--- src/rtl/control_sequencer_pkg.sv ---
// Shared definitions for the breadboard CPU control path: control-word bit
// positions, opcode encodings and microstep geometry.
package control_sequencer_pkg;

  localparam int unsigned OPW   = 4;
  localparam int unsigned STEPS = 5;
  localparam int unsigned STEPW = 3;
  localparam int unsigned CTRLW = 16;

  localparam int unsigned B_HLT = 15;
  localparam int unsigned B_MI  = 14;
  localparam int unsigned B_RI  = 13;
  localparam int unsigned B_RO  = 12;
  localparam int unsigned B_IO  = 11;
  localparam int unsigned B_II  = 10;
  localparam int unsigned B_AI  = 9;
  localparam int unsigned B_AO  = 8;
  localparam int unsigned B_EO  = 7;
  localparam int unsigned B_SU  = 6;
  localparam int unsigned B_BI  = 5;
  localparam int unsigned B_OI  = 4;
  localparam int unsigned B_CE  = 3;
  localparam int unsigned B_CO  = 2;
  localparam int unsigned B_J   = 1;
  localparam int unsigned B_FI  = 0;

  localparam logic [CTRLW-1:0] C_HLT = CTRLW'(1) << B_HLT;
  localparam logic [CTRLW-1:0] C_MI  = CTRLW'(1) << B_MI;
  localparam logic [CTRLW-1:0] C_RI  = CTRLW'(1) << B_RI;
  localparam logic [CTRLW-1:0] C_RO  = CTRLW'(1) << B_RO;
  localparam logic [CTRLW-1:0] C_IO  = CTRLW'(1) << B_IO;
  localparam logic [CTRLW-1:0] C_II  = CTRLW'(1) << B_II;
  localparam logic [CTRLW-1:0] C_AI  = CTRLW'(1) << B_AI;
  localparam logic [CTRLW-1:0] C_AO  = CTRLW'(1) << B_AO;
  localparam logic [CTRLW-1:0] C_EO  = CTRLW'(1) << B_EO;
  localparam logic [CTRLW-1:0] C_SU  = CTRLW'(1) << B_SU;
  localparam logic [CTRLW-1:0] C_BI  = CTRLW'(1) << B_BI;
  localparam logic [CTRLW-1:0] C_OI  = CTRLW'(1) << B_OI;
  localparam logic [CTRLW-1:0] C_CE  = CTRLW'(1) << B_CE;
  localparam logic [CTRLW-1:0] C_CO  = CTRLW'(1) << B_CO;
  localparam logic [CTRLW-1:0] C_J   = CTRLW'(1) << B_J;
  localparam logic [CTRLW-1:0] C_FI  = CTRLW'(1) << B_FI;

  localparam logic [OPW-1:0] OP_NOP = 4'h0;
  localparam logic [OPW-1:0] OP_LDA = 4'h1;
  localparam logic [OPW-1:0] OP_ADD = 4'h2;
  localparam logic [OPW-1:0] OP_SUB = 4'h3;
  localparam logic [OPW-1:0] OP_STA = 4'h4;
  localparam logic [OPW-1:0] OP_LDI = 4'h5;
  localparam logic [OPW-1:0] OP_JMP = 4'h6;
  localparam logic [OPW-1:0] OP_JC  = 4'h7;
  localparam logic [OPW-1:0] OP_JZ  = 4'h8;
  localparam logic [OPW-1:0] OP_OUT = 4'hE;
  localparam logic [OPW-1:0] OP_HLT = 4'hF;

  typedef enum logic {
    ST_RUN,
    ST_HALT
  } seq_state_t;

endpackage

--- src/rtl/control_sequencer_rom.sv ---
// Combinational microcode: {opcode, step, flags} -> raw control word.
// Fetch steps are common to all opcodes; unlisted execute steps decode to zero.
module microcode_rom
  import control_sequencer_pkg::*;
(
  input  logic [OPW-1:0]   opcode,
  input  logic [STEPW-1:0] step,
  input  logic             flag_c,
  input  logic             flag_z,
  output logic [CTRLW-1:0] ctrl_raw
);

  logic [CTRLW-1:0] t2, t3, t4;

  always_comb begin
    t2 = '0;
    t3 = '0;
    t4 = '0;
    case (opcode)
      OP_LDA: begin t2 = C_IO | C_MI; t3 = C_RO | C_AI; end
      OP_ADD: begin t2 = C_IO | C_MI; t3 = C_RO | C_BI; t4 = C_EO | C_AI | C_FI; end
      OP_SUB: begin t2 = C_IO | C_MI; t3 = C_RO | C_BI; t4 = C_EO | C_AI | C_SU | C_FI; end
      OP_STA: begin t2 = C_IO | C_MI; t3 = C_AO | C_RI; end
      OP_LDI: t2 = C_IO | C_AI;
      OP_JMP: t2 = C_IO | C_J;
      OP_JC:  t2 = flag_c ? (C_IO | C_J) : '0;
      OP_JZ:  t2 = flag_z ? (C_IO | C_J) : '0;
      OP_OUT: t2 = C_AO | C_OI;
      OP_HLT: t2 = C_HLT;
      default: ;
    endcase
  end

  always_comb begin
    case (step)
      3'd0:    ctrl_raw = C_CO | C_MI;
      3'd1:    ctrl_raw = C_RO | C_II | C_CE;
      3'd2:    ctrl_raw = t2;
      3'd3:    ctrl_raw = t3;
      3'd4:    ctrl_raw = t4;
      default: ctrl_raw = '0;
    endcase
  end

endmodule

--- src/rtl/control_sequencer.sv ---
// Microcode sequencer: microstep counter, RUN/HALT state, early instruction
// end and reset/halt masking of the decoded control word.
module control_sequencer
  import control_sequencer_pkg::*;
(
  input  logic             clk,
  input  logic             clr_n,
  input  logic [OPW-1:0]   opcode,
  input  logic             flag_c,
  input  logic             flag_z,
  output logic [CTRLW-1:0] ctrl,
  output logic [STEPW-1:0] step,
  output logic             halted
);

  localparam logic [STEPW-1:0] STEP_LAST = STEPW'(STEPS - 1);

  seq_state_t       state, state_nxt;
  logic [STEPW-1:0] step_nxt;
  logic [CTRLW-1:0] ctrl_raw;

  microcode_rom u_rom (
    .opcode   (opcode),
    .step     (step),
    .flag_c   (flag_c),
    .flag_z   (flag_z),
    .ctrl_raw (ctrl_raw)
  );

  always_ff @(posedge clk or negedge clr_n) begin
    if (!clr_n) begin
      state <= ST_RUN;
      step  <= '0;
    end else begin
      state <= state_nxt;
      step  <= step_nxt;
    end
  end

  // An all-zero execute word means the instruction has nothing left to do.
  always_comb begin
    state_nxt = state;
    step_nxt  = step;
    if (state == ST_RUN) begin
      if (ctrl_raw[B_HLT])
        state_nxt = ST_HALT;
      else if (step == STEP_LAST || (step >= 3'd2 && ctrl_raw == '0))
        step_nxt = '0;
      else
        step_nxt = step + 3'd1;
    end
  end

  // Reset gates ctrl asynchronously so no strobe can fire while clr_n is low.
  always_comb begin
    if (!clr_n)
      ctrl = '0;
    else if (state == ST_HALT)
      ctrl = C_HLT;
    else
      ctrl = ctrl_raw;
  end

  assign halted = (state == ST_HALT);

endmodule

--- config.mk ---
export PLATFORM = sky130hd
export DESIGN_NAME = control_sequencer
export DESIGN_NICKNAME = d
export VERILOG_FILES = /design/src/rtl/control_sequencer_pkg.sv /design/src/rtl/control_sequencer_rom.sv /design/src/rtl/control_sequencer.sv
export SDC_FILE = /design/constraint.sdc
export NUM_CORES = 1
export LEC_CHECK = 0
export CAP_MARGIN = 20
export CORE_AREA = 2 2 50 43
export DETAILED_ROUTE_END_ITERATION = 7
export DIE_AREA = 0 0 52 45
export PLACE_DENSITY_LB_ADDON = 0.08
export SKIP_LAST_GASP = 1
export SLEW_MARGIN = 10
export SYNTH_ARGS = -nofsm -noshare
export SYNTH_HDL_FRONTEND = slang
export SYNTH_HIERARCHICAL = 1
export SYNTH_SLANG_ARGS = --single-unit
export TNS_END_PERCENT = 100
--- constraint.sdc ---
create_clock -name clk -period 2.5 [get_ports clk]
set_input_delay 0.375 -clock clk [delete_from_list [all_inputs] [get_ports clk]]
set_output_delay 0.375 -clock clk [all_outputs]
set_load 0.005 [all_outputs]
==> results.ini, run 1 <==
[outcome]
status = completed

[finish]
area_growth_pct = 60.9
antennaDiodeCount = 0
fill_cells = 176
layout-drive-gt1-share = 0.264
finalCoreUtilization = 0.621
seqCellArea_um2 = 100
final_cell_area_mm2 = 0.00112
fin_cells = 153
multi_input_area_um2 = 549
layout.nets = 142

[synth]
synth_most_common_cell = and2_1
synth.area.top_cells = and2_1 14%, dfrtp_1 14%, ha_1 5.4%
avgSynthCellArea_um2 = 7.92
yosysSeqAreaShare = 0.144
yosys_warnings = 6
yosys.area_share.simple = 0.497
synth-edff-count = 0
synth_top_family_by_area = simple AND/OR/NAND/NOR gates
synthAdderAreaFrac = 0.0539
yosysTopAreaCellShare = 0.144
ys_types = 39
synth_flop_cell = dfrtp_1
synth_area_um2 = 697
syn_inst = 88
yosys_register_bits = 4
ys_async_sr_fraction = 1.00
muxShareOfSynthArea = 0.0144
syn_nets = 99
yosys.area.top_type = and2_1
synth_common_cells = 16 x and2_1, 5 x nand3b_1, 5 x nor2_1
synth_compound_area_frac = 0.174
synth_xor_area_frac = 0.0126

[power]
powerDensity_mw_per_mm2 = 753
ir_drop_mv = 0.562
p_total_w = 0.000844
p_leak_nw = 0.472

[clock_network]
htree_levels = 1
cts.sinks = 4
cts_root_buf = clkbuf_4
cts_buffer_depth = 2
numCtsBuffers = 3
cts_tree = yes
clk_pin_slew_ns = 0.04
clk_latency_ns = 0.23

[timing]
finalHoldViolations = 0
setup_violations = 0
rsz0062_at_grt = yes
final.period_utilization = 0.970
worst_pin_slew_ns = 0.471
skew_ns = 0.00271
whs_ns = 0.438
slew_headroom = 0.684
period_minus_slack_ns = 2.43
drv_slew = 0
fmax_mhz = 412

[placement]
dp.cells = 150
portBuffers = 27
hpwl_um = 1480
gp_congestion = 0.840
postPlaceCellArea_mm2 = 0.00108

[global_routing]
grt_max_degree = 16
grt_use_total = 0.170
antenna_found_initial = 0
grt_pass1_wl_um = 3050
overflow = 0
grt_pass1_vias = 691

[critical_path]
crit_type = reg -> out
path_max_fanout = 11
r2r_cells = 6
r2r-start = step[0]
setup.worst_path.end = ctrl[5]
slowest_delay_ns = 0.49
reg2reg_to = step[2]
path_cells = nand2b_1, nor4_1, and2_1, clkdlybuf4s50_1
end_kind = output port
cp-start-kind = flip-flop
rrSetupSlack_ns = 0.35
required_ns = 2.12
critPathSlowestCell = clkdlybuf4s50_1
arrival_ns = 2.05
critPathLaunch = step[2]

[floorplan]
die_w_um = 52
pin_count = 28
dieArea_mm2 = 0.00234
fp-row-count = 14
start_util = 0.386
die_h_um = 45
core_mm2 = 0.00180

[worst_hold_path]
hold_class = in -> async

[routing]
drt_iter0_drc = 19
wl_per_cell_um = 11.9
drtAntennaViolNets = 0
via_count = 763
avgViaCountPerCell = 4.99
drt-pass1-iter-count = 4
wirelength_um = 1820
drc_errors = 0

[run]
cap_violations = 0

[through the flow]
stage / worst slack [ns] / TNS, ns
after floorplan: 0.362 / 0
after global placement: -0.243 / -1.90
after detailed placement: -0.293 / -2.20
after CTS: -0.0323 / -0.0323
after global routing: -0.0658 / -0.141
final: 0.0750 / 0
[layout by cell type, fill, tap and decap left out, drive strengths merged, types with 2 or more instances in the layout]
cell	instances
inv	4
clkbuf	4
nor3	4
and2	17
nand2b	3
o21ai	2
clkdlybuf4s50	23
a211oi	3
dfrtp	4
nor4	3
ha	3
nor2	6
buf	19
a22oi	2
or4	4
nand3b	5
dlygate4sd2	3
a21oi	4
[flip-flops by register name (all words and copies together), names as in the netlist]
signal / flops
halted: 1
step: 3
[report_power, final]
part	leakage (nW)	internal (W)	switching, W
sequential	0.0495	0.0000965	0.0000590
combinational	0.409	0.000323	0.000289
clock	0.0138	0.0000535	0.0000236
[per-layer routing]
layer  track usage  vias to the layer above  routed length (um)
li1              -                      401                   -
met1         0.244                      337                 949
met2         0.278                       25                 792
met3        0.0199                        0                  82
met4        0.0316                        0                   0
met5             0                        -                   0
[cell families (layout without fill, tap and decap cells)]
logic type / count (synthesis) / count (layout)
XOR/XNOR: 1 / 1
buffers and inverters: 12 / 53
AND/OR/NAND/NOR: 51 / 51
flip-flops: 4 / 4
adder cells (fa/ha/maj): 3 / 3
multiplexers: 1 / 1
AO/OA/AOI/OAI: 16 / 16
[worst min-delay path by stage]
stage | endpoint | slack [ns] | cells past startpoint
after floorplan | halted | 0.08 | 0
after global placement | halted | 0.66 | 2
after detailed placement | halted | 0.67 | 2
after CTS | halted | 0.43 | 2
after global routing | step[0] | 0.45 | 2
final | step[0] | 0.44 | 2
[area by class of cell]
type                    count  share of cell area
multi-input cells          72               0.490
repair buffers             46               0.360
flip-flops and latches      4              0.0893
well taps                  24              0.0268
clock buffers               3              0.0201
inverters                   4              0.0134
[worst max-delay path, delay by kind of cell, from the launching register on]
kind	cells	cell delay, ns
flops	1	0.47
simple gates	3	0.86
buf+inv	1	0.49
[timing repair]
item                       in CTS  in global routing
pin swaps                       4                  1
buffers inserted                0                  0
setup endpoints to repair      11                  6
gates resized for setup         7                  2
cloned                          0                  0
hold buffers                    0                  0
Note: power is estimated with default switching activity, not from simulation.
==> run 2: changes to the inputs <==
DONT_BUFFER_PORTS = 1   (was unset)
==> run 2 against run 1 <==
Compared with the run above:
- sequential cell count unchanged
- global-route usage down 0.29 points
- count of clock-buffer cells in the layout unchanged
- critical endpoint is now ctrl[15]
- register-to-register slack better by 0.05 ns
==> results.ini, run 2 (same netlist as run 1, synthesis figures left out) <==
[timing]
tns_ns = 0
period_minus_slack_ns = 2.16
skew_ns = 0.00588
whs_ns = 0.416
worst_pin_slew_ns = 0.609
final.period_utilization = 0.864
setup_violations = 0
finalWorstSetupSlack_ns = 0.340
fmax_mhz = 463
drv_slew = 0
rsz0062_at_grt = no
slew_headroom = 0.593
finalHoldViolations = 0

[power]
seqPwrFrac = 0.230
p_leak_nw = 0.289
pwr-share-clk = 0.119
powerDensity_mw_per_mm2 = 947
ir_drop_mv = 0.302
pwr-share-comb = 0.651
internal_power_w = 0.000338
power_switching_share = 0.502
switching_power_w = 0.000341

[routing]
via_count = 633
drtAntennaViolNets = 0
wirelength_um = 1750
drc_errors = 0
drt-pass1-iter-count = 4
wl_per_cell_um = 15.9
avgViaCountPerCell = 5.75
drt_iter0_drc = 7

[clock_network]
htree_levels = 1
clk_pin_slew_ns = 0.04
cts_resized = 0
cts_setup_buffers = 0
clk_latency_ns = 0.24
cts.sinks = 4
cts_hold_buffers = 1
cts_tree = yes
numCtsBuffers = 3
cts_root_buf = clkbuf_4
cts_buffer_depth = 2

[critical_path]
path_max_fanout = 11
slowest_delay_ns = 0.48
crit_type = reg -> out
cp-start-kind = flip-flop
arrival_ns = 1.79
critPathSlowestCell = dfrtp_1
reg2reg_to = step[2]
r2r-start = step[2]
critPathLaunch = step[2]
r2r_cells = 5
rrSetupSlack_ns = 0.40
setup.worst_path.end = ctrl[15]
end_kind = output port
required_ns = 2.12
path_cells = nand3b_1, nor3_1, or2_1, and2_1

[run]
cap_violations = 0

[finish]
largest_reg_flops = 3
fill_cells = 196
layout.nets = 99
final_common_cell = and2_1
multi_input_area_um2 = 524
seqCellArea_um2 = 100
largest_register = step
layout-drive-gt1-share = 0.163
area_growth_pct = 2.87
antennaDiodeCount = 0
finalCoreUtilization = 0.397
layout_common_cells = 16 x and2_1, 5 x nor2_1, 5 x nand3b_1
fin_cells = 110

[placement]
gp_congestion = 0.754
portBuffers = 0
hpwl_um = 1380
dp.cells = 106
post-place-ws_ns = 0.391

[global_routing]
grt_pass1_wl_um = 2930
antenna_found_initial = 0
grt_use_total = 0.167
grt_max_degree = 16
grt_pass1_vias = 624
overflow = 0

[outcome]
status = completed

[floorplan]
fp-row-count = 14
core_mm2 = 0.00180
start_util = 0.386
die_w_um = 52
die_h_um = 45
dieArea_mm2 = 0.00234
pin_count = 28

[worst_hold_path]
hold_class = in -> async

[run 2: power by group through the flow]
stage	logic [W]	registers [W]	clock network [W]
floorplan	0.000379	0.000147	0
global placement	0.000442	0.000158	0
detailed placement	0.000439	0.000156	0
CTS	0.000444	0.000156	0.0000812
global route	0.000497	0.000163	0.0000862
finish	0.000442	0.000156	0.0000808
[run 2: worst min path at each step]
stage,startpoint,endpoint,depth (start not counted)
finish,clr_n,step[1],1
global route,clr_n,halted,1
CTS,clr_n,step[1],1
detailed placement,clr_n,step[1],0
global placement,clr_n,halted,0
floorplan,clr_n,halted,0
[run 2: worst max-delay path, delay by kind of cell, from the launching register on]
kind | cells | cell delay, ns
flops | 1 | 0.48
simple gates | 4 | 1.06
[run 2: layer usage]
metal	up-vias	wire, um	global-route usage
li1	314	-	-
met4	0	0	0.0474
met3	0	178	0.0629
met1	293	859	0.242
met2	26	716	0.230
met5	-	0	0
[run 2: stage by stage]
step	power, W	cell area [um^2]
2_1_floorplan	0.000526	697
3_3_place_gp	0.000600	684
3_5_place_dp	0.000596	684
4_1_cts	0.000681	717
5_1_grt	0.000746	717
6_report	0.000679	717
[run 2: layout make-up]
class                           count  share of cell area
Multi-Input combinational cell     72               0.731
Sequential cell                     4               0.140
Tap cell                           24              0.0419
Timing Repair Buffer                3              0.0349
Clock buffer                        3              0.0314
Inverter                            4              0.0209
